### config.mk
export PLATFORM = sky130hd
export DESIGN_NAME = i2c_slave_reg_ctrl_flat
export DESIGN_NICKNAME = d
export VERILOG_FILES = /design/src/rtl/i2c_slave_reg_ctrl_if.sv /design/src/rtl/i2c_slave_reg_ctrl.sv /design/src/flat_wrapper.sv
export SDC_FILE = /design/constraint.sdc
export NUM_CORES = 1
export LEC_CHECK = 0
export CORE_MARGIN = 3
export CORE_UTILIZATION = 60
export CTS_CLUSTER_SIZE = 16
export DETAILED_ROUTE_END_ITERATION = 7
export DONT_BUFFER_PORTS = 1
export GPL_ROUTABILITY_DRIVEN = 1
export GPL_TIMING_DRIVEN = 0
export PLACE_DENSITY = 0.75
export SYNTH_ARGS = -nofsm -noshare
export SYNTH_HDL_FRONTEND = slang
export SYNTH_SLANG_ARGS = --single-unit
export TNS_END_PERCENT = 30
### constraint.sdc
create_clock -name clk -period 3.9 [get_ports clk]
set_clock_uncertainty 0.2 [all_clocks]
set_input_delay 0.78 -clock clk [delete_from_list [all_inputs] [get_ports clk]]
set_output_delay 0.78 -clock clk [all_outputs]
set_load 0.005 [all_outputs]
### src/rtl/i2c_slave_reg_ctrl_if.sv
// Byte-level link between the I2C slave core and the register-map controller.
// "master" is the I2C slave core side, which produces bytes and bus events.
// "slave" is the register controller side, which supplies the next transmit byte.
interface i2c_slave_reg_ctrl_if;
    logic [7:0] byte_read_o;
    logic       read_write_flag;
    logic       byte_finish;
    logic       transmit_busy;
    logic       transmit_err;
    logic [7:0] byte_write_i;

    modport master (
        output byte_read_o,
        output read_write_flag,
        output byte_finish,
        output transmit_busy,
        output transmit_err,
        input  byte_write_i
    );

    modport slave (
        input  byte_read_o,
        input  read_write_flag,
        input  byte_finish,
        input  transmit_busy,
        input  transmit_err,
        output byte_write_i
    );
endinterface

### src/rtl/i2c_slave_reg_ctrl.sv
// Register-map controller for an I2C slave byte interface.
// The first data byte of a master write loads the register pointer. Each later
// byte is written to regs[ptr], and the pointer then advances. Each byte the
// master reads comes from regs[ptr], and the pointer then advances.
// The pointer persists across transactions, so write-pointer plus repeated-start
// read works. A local host shares the bank through a side port.
module i2c_slave_reg_ctrl #(
    parameter int                 REG_NUM   = 16,
    parameter int                 PTR_W     = 4,
    parameter logic [REG_NUM-1:0] RO_MASK   = 16'h0001,
    parameter int                 AUTO_WRAP = 1
) (
    input  logic                  clk,
    input  logic                  rst_n,
    i2c_slave_reg_ctrl_if.slave   bus,
    input  logic [PTR_W-1:0]      host_addr,
    input  logic                  host_wr_en,
    input  logic [7:0]            host_wdata,
    output logic [7:0]            host_rdata,
    output logic                  reg_update,
    output logic [PTR_W-1:0]      reg_update_addr,
    output logic [PTR_W-1:0]      ptr_o,
    output logic [2:0]            status_o,
    input  logic                  status_clr
);

    localparam logic [PTR_W-1:0] LAST_IDX = PTR_W'(REG_NUM - 1);

    typedef enum logic [1:0] {
        IDLE    = 2'd0,
        FIRST   = 2'd1,
        WR_DATA = 2'd2,
        RD_DATA = 2'd3
    } state_t;

    // Returns the advanced pointer in the low bits and, in the top bit, a flag
    // that is set when the pointer had to saturate at the last register.
    function automatic logic [PTR_W:0] advance_ptr(input logic [PTR_W-1:0] p);
        logic [PTR_W:0] res;
        if (p == LAST_IDX) begin
            if (AUTO_WRAP != 0) begin
                res = {1'b0, {PTR_W{1'b0}}};
            end else begin
                res = {1'b1, p};
            end
        end else begin
            res = {1'b0, p + {{(PTR_W-1){1'b0}}, 1'b1}};
        end
        return res;
    endfunction

    state_t            state_r;
    state_t            state_nxt_s;
    state_t            byte_state_s;
    logic [PTR_W-1:0]  ptr_r;
    logic [PTR_W-1:0]  ptr_nxt_s;
    logic              sat_r;          // pointer pinned at the last index by an overflow
    logic              sat_nxt_s;
    logic              busy_q_r;
    logic              busy_rise_s;
    logic              busy_fall_s;
    logic              out_of_range_s;
    logic [PTR_W:0]    adv_s;
    logic              i2c_we_s;
    logic              host_we_s;
    logic              err_set_s;
    logic              ovr_set_s;
    logic              ro_set_s;
    logic [2:0]        status_r;
    logic              reg_update_r;
    logic [PTR_W-1:0]  reg_update_addr_r;
    logic [7:0]        byte_write_r;
    logic [7:0]        host_rdata_r;
    logic [7:0]        host_view_s;
    logic [7:0]        bus_view_s;
    logic [7:0]        regs_r [REG_NUM];

    assign busy_rise_s    = bus.transmit_busy & ~busy_q_r;
    assign busy_fall_s    = ~bus.transmit_busy & busy_q_r;
    assign out_of_range_s = ({24'd0, bus.byte_read_o} >= REG_NUM);
    assign host_we_s      = host_wr_en & ~(i2c_we_s & (ptr_r == host_addr));

    assign bus.byte_write_i = byte_write_r;
    assign host_rdata       = host_rdata_r;
    assign reg_update       = reg_update_r;
    assign reg_update_addr  = reg_update_addr_r;
    assign ptr_o            = ptr_r;
    assign status_o         = status_r;

    // Next-state decode: FSM transition, pointer update, I2C write enable, status events
    always_comb begin
        state_nxt_s  = state_r;
        byte_state_s = state_r;
        ptr_nxt_s    = ptr_r;
        sat_nxt_s    = sat_r;
        i2c_we_s     = 1'b0;
        err_set_s    = 1'b0;
        ovr_set_s    = 1'b0;
        ro_set_s     = 1'b0;
        adv_s        = advance_ptr(ptr_r);
        if (bus.transmit_err) begin
            // Bus error aborts the transaction; the pointer is kept and nothing is written
            state_nxt_s = IDLE;
            err_set_s   = 1'b1;
        end else begin
            case (state_r)
                IDLE: begin
                    if (busy_rise_s) begin
                        state_nxt_s = FIRST;
                    end else begin
                        state_nxt_s = IDLE;
                    end
                end
                FIRST, WR_DATA, RD_DATA: begin
                    if (bus.byte_finish) begin
                        if (bus.read_write_flag && (state_r != WR_DATA)) begin
                            // First written byte (or repeated start into write) is the pointer
                            byte_state_s = WR_DATA;
                            if (out_of_range_s) begin
                                ptr_nxt_s = LAST_IDX;
                                sat_nxt_s = 1'b1;
                                ovr_set_s = 1'b1;
                            end else begin
                                ptr_nxt_s = bus.byte_read_o[PTR_W-1:0];
                                sat_nxt_s = 1'b0;
                            end
                        end else if (bus.read_write_flag) begin
                            // Data byte: protected or saturated targets are skipped but still advance
                            byte_state_s = WR_DATA;
                            ro_set_s     = RO_MASK[ptr_r];
                            i2c_we_s     = ~RO_MASK[ptr_r] & ~sat_r;
                            ovr_set_s    = sat_r | adv_s[PTR_W];
                            ptr_nxt_s    = adv_s[PTR_W-1:0];
                            sat_nxt_s    = adv_s[PTR_W];
                        end else begin
                            // Byte just sent to the master was regs[ptr]; move to the next one
                            byte_state_s = RD_DATA;
                            ovr_set_s    = adv_s[PTR_W];
                            ptr_nxt_s    = adv_s[PTR_W-1:0];
                            sat_nxt_s    = adv_s[PTR_W];
                        end
                    end else begin
                        byte_state_s = state_r;
                    end
                    if (busy_fall_s) begin
                        state_nxt_s = IDLE;
                    end else begin
                        state_nxt_s = byte_state_s;
                    end
                end
                default: begin
                    state_nxt_s = IDLE;
                end
            endcase
        end
    end

    // Write-first views of the bank for the two registered read ports
    always_comb begin
        if (i2c_we_s && (ptr_r == host_addr)) begin
            host_view_s = bus.byte_read_o;
        end else if (host_we_s) begin
            host_view_s = host_wdata;
        end else begin
            host_view_s = regs_r[host_addr];
        end
        if (i2c_we_s && (ptr_r == ptr_nxt_s)) begin
            bus_view_s = bus.byte_read_o;
        end else if (host_we_s && (host_addr == ptr_nxt_s)) begin
            bus_view_s = host_wdata;
        end else begin
            bus_view_s = regs_r[ptr_nxt_s];
        end
    end

    // FSM state, pointer, sticky status and the I2C write notification
    always_ff @(posedge clk or negedge rst_n) begin
        if (!rst_n) begin
            state_r           <= IDLE;
            ptr_r             <= {PTR_W{1'b0}};
            sat_r             <= 1'b0;
            // Treat busy as already high so a transaction cut by reset is not re-entered
            busy_q_r          <= 1'b1;
            status_r          <= 3'b000;
            reg_update_r      <= 1'b0;
            reg_update_addr_r <= {PTR_W{1'b0}};
        end else begin
            state_r      <= state_nxt_s;
            ptr_r        <= ptr_nxt_s;
            sat_r        <= sat_nxt_s;
            busy_q_r     <= bus.transmit_busy;
            status_r     <= (status_clr ? 3'b000 : status_r) | {err_set_s, ovr_set_s, ro_set_s};
            reg_update_r <= i2c_we_s;
            if (i2c_we_s) begin
                reg_update_addr_r <= ptr_r;
            end else begin
                reg_update_addr_r <= reg_update_addr_r;
            end
        end
    end

    // Register bank; on a shared index the I2C write wins over the host
    always_ff @(posedge clk or negedge rst_n) begin
        if (!rst_n) begin
            for (int i = 0; i < REG_NUM; i++) begin
                regs_r[i] <= 8'h00;
            end
        end else begin
            if (i2c_we_s) begin
                regs_r[ptr_r] <= bus.byte_read_o;
            end
            if (host_we_s) begin
                regs_r[host_addr] <= host_wdata;
            end
        end
    end

    // Registered read ports: next transmit byte and host read data
    always_ff @(posedge clk or negedge rst_n) begin
        if (!rst_n) begin
            byte_write_r <= 8'h00;
            host_rdata_r <= 8'h00;
        end else begin
            byte_write_r <= bus_view_s;
            host_rdata_r <= host_view_s;
        end
    end

endmodule

### src/flat_wrapper.sv
// flat-port wrapper written by rule: the top's interface ports become plain ports
module i2c_slave_reg_ctrl_flat 
#(
    parameter int                 REG_NUM   = 16,
    parameter int                 PTR_W     = 4,
    parameter logic [REG_NUM-1:0] RO_MASK   = 16'h0001,
    parameter int                 AUTO_WRAP = 1
)
  (clk, rst_n, host_addr, host_wr_en, host_wdata, host_rdata, reg_update, reg_update_addr, ptr_o, status_o, status_clr, bus_byte_read_o, bus_read_write_flag, bus_byte_finish, bus_transmit_busy, bus_transmit_err, bus_byte_write_i);
  i2c_slave_reg_ctrl_if bus_i ();
  input  logic clk;
  input  logic rst_n;
  input  logic [PTR_W-1:0] host_addr;
  input  logic host_wr_en;
  input  logic [7:0] host_wdata;
  output logic [7:0] host_rdata;
  output logic reg_update;
  output logic [PTR_W-1:0] reg_update_addr;
  output logic [PTR_W-1:0] ptr_o;
  output logic [2:0] status_o;
  input  logic status_clr;
  input wire logic [$bits(bus_i.byte_read_o)-1:0] bus_byte_read_o;
  input wire logic [$bits(bus_i.read_write_flag)-1:0] bus_read_write_flag;
  input wire logic [$bits(bus_i.byte_finish)-1:0] bus_byte_finish;
  input wire logic [$bits(bus_i.transmit_busy)-1:0] bus_transmit_busy;
  input wire logic [$bits(bus_i.transmit_err)-1:0] bus_transmit_err;
  output wire logic [$bits(bus_i.byte_write_i)-1:0] bus_byte_write_i;
  assign bus_i.byte_read_o = bus_byte_read_o;
  assign bus_i.read_write_flag = bus_read_write_flag;
  assign bus_i.byte_finish = bus_byte_finish;
  assign bus_i.transmit_busy = bus_transmit_busy;
  assign bus_i.transmit_err = bus_transmit_err;
  assign bus_byte_write_i = bus_i.byte_write_i;
  i2c_slave_reg_ctrl #(.REG_NUM(REG_NUM), .PTR_W(PTR_W), .RO_MASK(RO_MASK), .AUTO_WRAP(AUTO_WRAP)) u_core (.clk(clk), .rst_n(rst_n), .bus(bus_i), .host_addr(host_addr), .host_wr_en(host_wr_en), .host_wdata(host_wdata), .host_rdata(host_rdata), .reg_update(reg_update), .reg_update_addr(reg_update_addr), .ptr_o(ptr_o), .status_o(status_o), .status_clr(status_clr));
endmodule
After elaboration in Yosys (flattened, before gate mapping). Memories as Yosys holds them, arrays and structs flattened. Index checks and enable logic that the tools add are counted.

Memories: 1. Bits in registers: 160. Input port bits: 28. Output and inout bits: 28. Latch bits: 0. Memory bits (writable): 0. Memory bits (read-only): 16. Logic and storage cells: 119.

Memories: (name not given) (depth 16, width 1, read ports 1, clocked after Yosys merged registers in 0, wr ports 0, line i2c_slave_reg_ctrl.sv:130) `ro_set_s = RO_MASK[ptr_r];`.

Equality and inequality tests: 9. Divide/modulo/power cells: 0. $mul: 0. Muxes and demuxes: 51. $add $sub $neg: 1. Shift-type cells: 0. Bitwise operators: 16. Reduce and logical (&&, ||, !) cells: 9. $lt $le $gt $ge: 7.

Operator list (number): bitwise mux 128 bit (2); 2-to-1 mux 128 bit (2); 2-to-1 mux 8 bit (10); binary-select mux 8 bit (select 4 bit) (2); demux 8 bit (select 4 bit) (2); 2-to-1 mux 4 bit (6); 2-to-1 mux 1 bit (21); >= comparator 5 bit (second input constant) (3); inverter 4 -> 5 bit (3); == test 4 bit (3); less-than comparator 5 x 1 -> 1 bit (second input constant) (2); >= comparator 8 x 5 -> 1 bit (second input constant) (1); 2-to-1 mux 2 bit (4); logical AND 1 bit (6); inverter 1 bit (6); AND 1 bit (5); less-than comparator 4 x 5 -> 1 bit (second input constant) (1); adder 4 x 1 -> 4 bit (second input constant) (1); == test 2 bit (second input constant) (2); == test 4 bit (second input constant) (1); inequality test 4 x 3 -> 1 bit (second input constant) (1); case mux 2 bit (2 select lines) (1); 2-to-1 mux 3 bit (1); OR 3 bit (1); 6 further kinds (6).

Depth between registers and ports, before layout.
Word-level depth: 15. Gate-level depth with buffers: 11. Mapped depth without buffers: 9.

Worst setup path before layout. No wires, ideal clock.

Path type: input port to flip-flop. Start point: input port bus_byte_read_o[6]. End point: register u_core.byte_write_r[0], in the netlist u_core.bus.byte_write_i[0]. Required time: 3618 ps. Arrival time: 2764 ps. Stages on the path: 9. Slack: 854 ps. Setup time: 82 ps. Cells stage by stage: buf_2 > or4_4 > nor4b_4 > nor4_2 > nor4_4 > o211ai_4 > or2_0 > buf_2 > a31oi_1.

Word-level cells in the longest chain between the ends: 12. Elaborated cells on any way between the ends: 16. Classes of those cells: order compare: 1; eq/ne: 2; mux: 10; bitwise: 1; reduce/logical: 2.

RTL lines: start, declared (line flat_wrapper.sv:22) `input wire logic [$bits(bus_i.byte_read_o)-1:0] bus_byte_read_o;`; >= comparator 8 x 5 -> 1 bit * (line i2c_slave_reg_ctrl.sv:80) `assign out_of_range_s = ({24'd0, bus.byte_read_o} >= REG_NUM);`; 2-to-1 mux 4 bit * (line i2c_slave_reg_ctrl.sv:119) `if (out_of_range_s) begin`; 2-to-1 mux 4 bit * (line i2c_slave_reg_ctrl.sv:116) `if (bus.read_write_flag && (state_r != WR_DATA)) begin`; 2-to-1 mux 4 bit * (line i2c_slave_reg_ctrl.sv:115) `if (bus.byte_finish) begin`; 2-to-1 mux 4 bit * (line i2c_slave_reg_ctrl.sv:106) `case (state_r)`; 2-to-1 mux 4 bit * (line i2c_slave_reg_ctrl.sv:101) `if (bus.transmit_err) begin`; inverter 4 -> 5 bit (implied by the code) (line i2c_slave_reg_ctrl.sv:172) `bus_view_s = regs_r[ptr_nxt_s];`; binary-select mux 8 bit (select 4 bit) (line i2c_slave_reg_ctrl.sv:172); 2-to-1 mux 8 bit (implied by the code) (2 in a row) (line i2c_slave_reg_ctrl.sv:172); 2-to-1 mux 8 bit (line i2c_slave_reg_ctrl.sv:169) `end else if (host_we_s && (host_addr == ptr_nxt_s)) begin`; 2-to-1 mux 8 bit * (line i2c_slave_reg_ctrl.sv:167) `if (i2c_we_s && (ptr_r == ptr_nxt_s)) begin`; via u_core.bus_view_s[0] (line i2c_slave_reg_ctrl.sv:75) `logic [7:0] bus_view_s;`; end signal, assigned (line i2c_slave_reg_ctrl.sv:224) `byte_write_r <= bus_view_s;`; end, declared (line i2c_slave_reg_ctrl.sv:72) `logic [7:0] byte_write_r;`.

Mark *: on every way through the listed nets, which the timed path passes. The rest lies on a longest branch. The select of a mux whose other input is x is not followed. A chain may end at the register's enable or synchronous reset.

Worst setup path in the final report.
Start point: input port bus_byte_read_o[5]. End point: register u_core.byte_write_r[3], in the netlist u_core.bus.byte_write_i[3].

Word-level cells in the longest chain between the ends: 12. Elaborated cells on any way between the ends: 16. Classes of those cells: order compare: 1; eq/ne: 2; mux: 10; bitwise: 1; reduce/logical: 2.

RTL lines: >= comparator 8 x 5 -> 1 bit * (line i2c_slave_reg_ctrl.sv:80); 2-to-1 mux 4 bit * (line i2c_slave_reg_ctrl.sv:119); 2-to-1 mux 4 bit * (line i2c_slave_reg_ctrl.sv:116); 2-to-1 mux 4 bit * (line i2c_slave_reg_ctrl.sv:115); 2-to-1 mux 4 bit * (line i2c_slave_reg_ctrl.sv:106); 2-to-1 mux 4 bit * (line i2c_slave_reg_ctrl.sv:101); via u_core.ptr_nxt_s[1] (line i2c_slave_reg_ctrl.sv:56) `logic [PTR_W-1:0] ptr_nxt_s;`; inverter 4 -> 5 bit (implied by the code) (line i2c_slave_reg_ctrl.sv:172); binary-select mux 8 bit (select 4 bit) (line i2c_slave_reg_ctrl.sv:172); 2-to-1 mux 8 bit (implied by the code) (2 in a row) (line i2c_slave_reg_ctrl.sv:172); 2-to-1 mux 8 bit (line i2c_slave_reg_ctrl.sv:169); 2-to-1 mux 8 bit * (line i2c_slave_reg_ctrl.sv:167); via u_core.bus_view_s[3] (line i2c_slave_reg_ctrl.sv:75).

Marks and branches as above.

==> impl_metrics.yaml <==
setup_path:
  slowest_stage: "clkbuf_1"
  required_ns: 3.99
  r2r_slack_ns: 0.34
  path_cells: "clkbuf_1 > or4_4 > nor4b_2 > o31a_2 > inv_2 > clkbuf_1 > mux4_2 > a22oi_1 > a31oi_1"
  cp_max_fo: 10
  crit_family: "buffers and inverters"
  cp.arrival_ns: 3.67
  crit_buf_inv: 3
  cpMostUsedCell: "clkbuf_1"
  start_kind: "input pin"
  r2r_start: "u_core.ptr_o[1]"
  reg2regPathDepth: 9
  r2r_end: "u_core.regs_r[14]"
  endpoint_kind: "flip-flop"
  cpPeakStageDelay_ns: 0.62
  critPathKind: "input pin to flip-flop"
clock_tree:
  cts.clk_slew.worst_paths_ns: 0.07
  cts-root-buf: "clkbuf_16"
  cts_sinks: 160
  post-cts-setup-buffers: 0
  cts_buffers: 17
  insertion_delay_ns: 0.45
  h-tree-depth: 4
  cts.path.max_buffers: 2
  cts_tree: "done"
pwr:
  power.share.clock_pct: 27.8
  sw_frac_of_total_pct: 37.51
  irDropWorstVdd_v: 0.0004050
  pwr-share-comb_pct: 33.8
  powerDensity_nw_per_um2: 586.2
  intPower_uw: 3956
  power_frac_seq_pct: 38.3
  p_leak_uw: 0.005091
  switchingPower_uw: 2375
global_routing:
  grt_pass1_wl_um: 48800
  met1_usage_pct: 51.38
  grt_usage_pct: 36.37
  antenna_found_initial: 2
  grtUsageMet3_pct: 10.36
  grt_start_max_net_pins: 161
  grt_pass1_vias: 7702
  grt.met2_usage_pct: 53.35
  gr-total-overflow: 0
  busiest_layer: "met2"
die:
  dieWidth_um: 134.6
  die_y_um: 134.6
  initial_core_util_pct: 61.76
  die_area_sq_um: 18110
  row_count: 46
  core_sq_um: 16060
  ioPinCount: 56
detailed_routing:
  routed_via_density: 6.858
  dr.pass1.iters: 8
  wire_per_inst_um: 26.95
  drc: 0
  drt-total-wl_um: 32400
  drt_iter0_markers: 1166
  num_vias: 8243
  postRouteAntennaNets: 0
timing:
  rsz0062_at_grt: "false"
  drv_slew: 0
  period_minus_slack_ns: 3.579
  maxSlewHeadroom_pct: 30.76
  worstMarginPinSlew_ns: 1.039
  hold_viol: 160
  setup_violations: 0
  fin_crit_sh_pct: 91.76
  fmax_mhz: 279.4
  holdWs_ns: -0.1825
finish:
  final_area_sq_um: 10800
  seqCellArea_sq_um: 4006
  fin_nets: 1005
  fillers: 1217
  layout-drive-gt1-share_pct: 13.29
  area_growth_pct: 8.908
  multiInputGateArea_sq_um: 5474
  num_antenna_cells: 0
yosys:
  synthesis.nets: 986
  avgSynthCellArea_sq_um: 10.40
  ys_ff_latch: 160
  synth_edf_count: 0
  netlist_instances: 954
  yosysWarnings: 0
  synth_area_sq_um: 9917
  ys_top_cells_by_area: "dfrtp_1 (40%), mux2i_1 (16%), mux4_2 (12%)"
  async_flop_share_pct: 100.0
  synth_area_leader_cell: "dfrtp_1"
  synthMostInstantiatedCell: "mux2i_1"
  seq_area_frac_synth_pct: 40.39
  synthFlopType: "dfrtp_1"
  synth.top_cell.area_share_pct: 40.12
  synth_commonest_cells: "mux2i_1 (162), dfrtp_1 (159), nand2_1 (121), o21ai_0 (99), clkbuf_1 (70)"
  synth_cell_types: 66
placement:
  gp_congestion: 1.054
  postPlaceCellArea_sq_um: 10190
  port_buffers: 0
  dpl.hpwl_um: 23330
hold_path:
  hold_class: "input pin to async pin"
job:
  cap_violations: 0
status:
  violations: "negative hold slack"
  outcome: "finished, violations left"
## power groups by stage
stage               clock [uW]  sequential [uW]  combinational (uW)
CTS                       1760             2400                2070
detailed placement           0             2420                2050
floorplan                    0             2280                1510
finish                    1760             2430                2140
global route              1830             2460                2250
global placement             0             2400                2030
## flip-flops by register name (all words and copies together), names as in the netlist
| register | cells |
|---|---|
| u_core.regs_r | 128 |
| u_core.reg_update | 1 |
| u_core.ptr_o | 4 |
| u_core.bus.byte_write_i | 8 |
| u_core.reg_update_addr | 4 |
| u_core.status_o | 3 |
| u_core.state_r | 2 |
| u_core.host_rdata | 8 |
| u_core.busy_q_r | 1 |
| u_core.sat_r | 1 |
## metrics by stage
step                      instances  worst slack (ns)  TNS [ns]  power [uW]  util (%)
final                          1202            0.3214         0        6331     67.26
after global routing           1202           0.07742         0        6539     67.26
after CTS                      1202            0.3438         0        6233     67.25
after detailed placement       1170          -0.01717  -0.02417        4477     63.44
after global placement         1170           0.01280         0        4427     63.44
after floorplan                 954            0.8536         0        3787         -
## how the worst max path moves through the flow
stage,to,start,cells after the start,slack (ns)
2_1_floorplan,u_core.bus.byte_write_i[0],bus_byte_read_o[6],9,0.85
3_5_place_dp,u_core.bus.byte_write_i[3],bus_byte_read_o[5],9,-0.02
4_1_cts,u_core.bus.byte_write_i[3],u_core.ptr_o[0],9,0.34
3_3_place_gp,u_core.bus.byte_write_i[3],bus_byte_read_o[5],9,0.01
5_1_grt,u_core.regs_r[88],u_core.ptr_o[1],11,0.08
6_report,u_core.bus.byte_write_i[3],bus_byte_read_o[5],9,0.32
## repair_timing
action,CTS,global route
endpoints found under the setup margin,0,16
hold endpoints to repair,160,160
gates resized for setup,0,1
## cell families after synthesis
logic type | synth area share [%]
and+or+nand+nor | 11.73
DFF | 40.39
muxes | 29.86
adders and majority gates | 0.5047
xor gates and xnor gates | 0.5174
AOI/OAI and AO/OA | 12.58
buffers and inverters | 4.416
## layer usage
layer / vias to the layer above / routed length (um)
li1: 3535 / -
met1: 4014 / 12620
met2: 600 / 14230
met3: 90 / 4058
met4: 4 / 1464
met5: - / 26
## cell usage in the layout (no fill, tap or decap), drive strengths merged, types with 6 or more instances in the layout
cell type,count
a21oi,46
a22oi,13
a31oi,14
a32oi,6
and2,13
and3,6
buf,27
clkbuf,90
dfrtp,159
inv,15
mux2,11
mux2i,162
mux4,54
nand2,121
nand3,10
nand4,10
nor2,41
nor2b,11
nor3,11
o211ai,7
o21ai,102
## cell type report
cell class                      count  share of cell area, %
Multi-Input combinational cell    687                  50.68
Sequential cell                   160                  37.09
Clock buffer                       20                  4.321
Buffer                             97                  3.707
Tap cell                          216                  2.502
Clock inverter                     12                  1.344
Inverter                           10                 0.3475
Power figures use the tool's default switching activity.
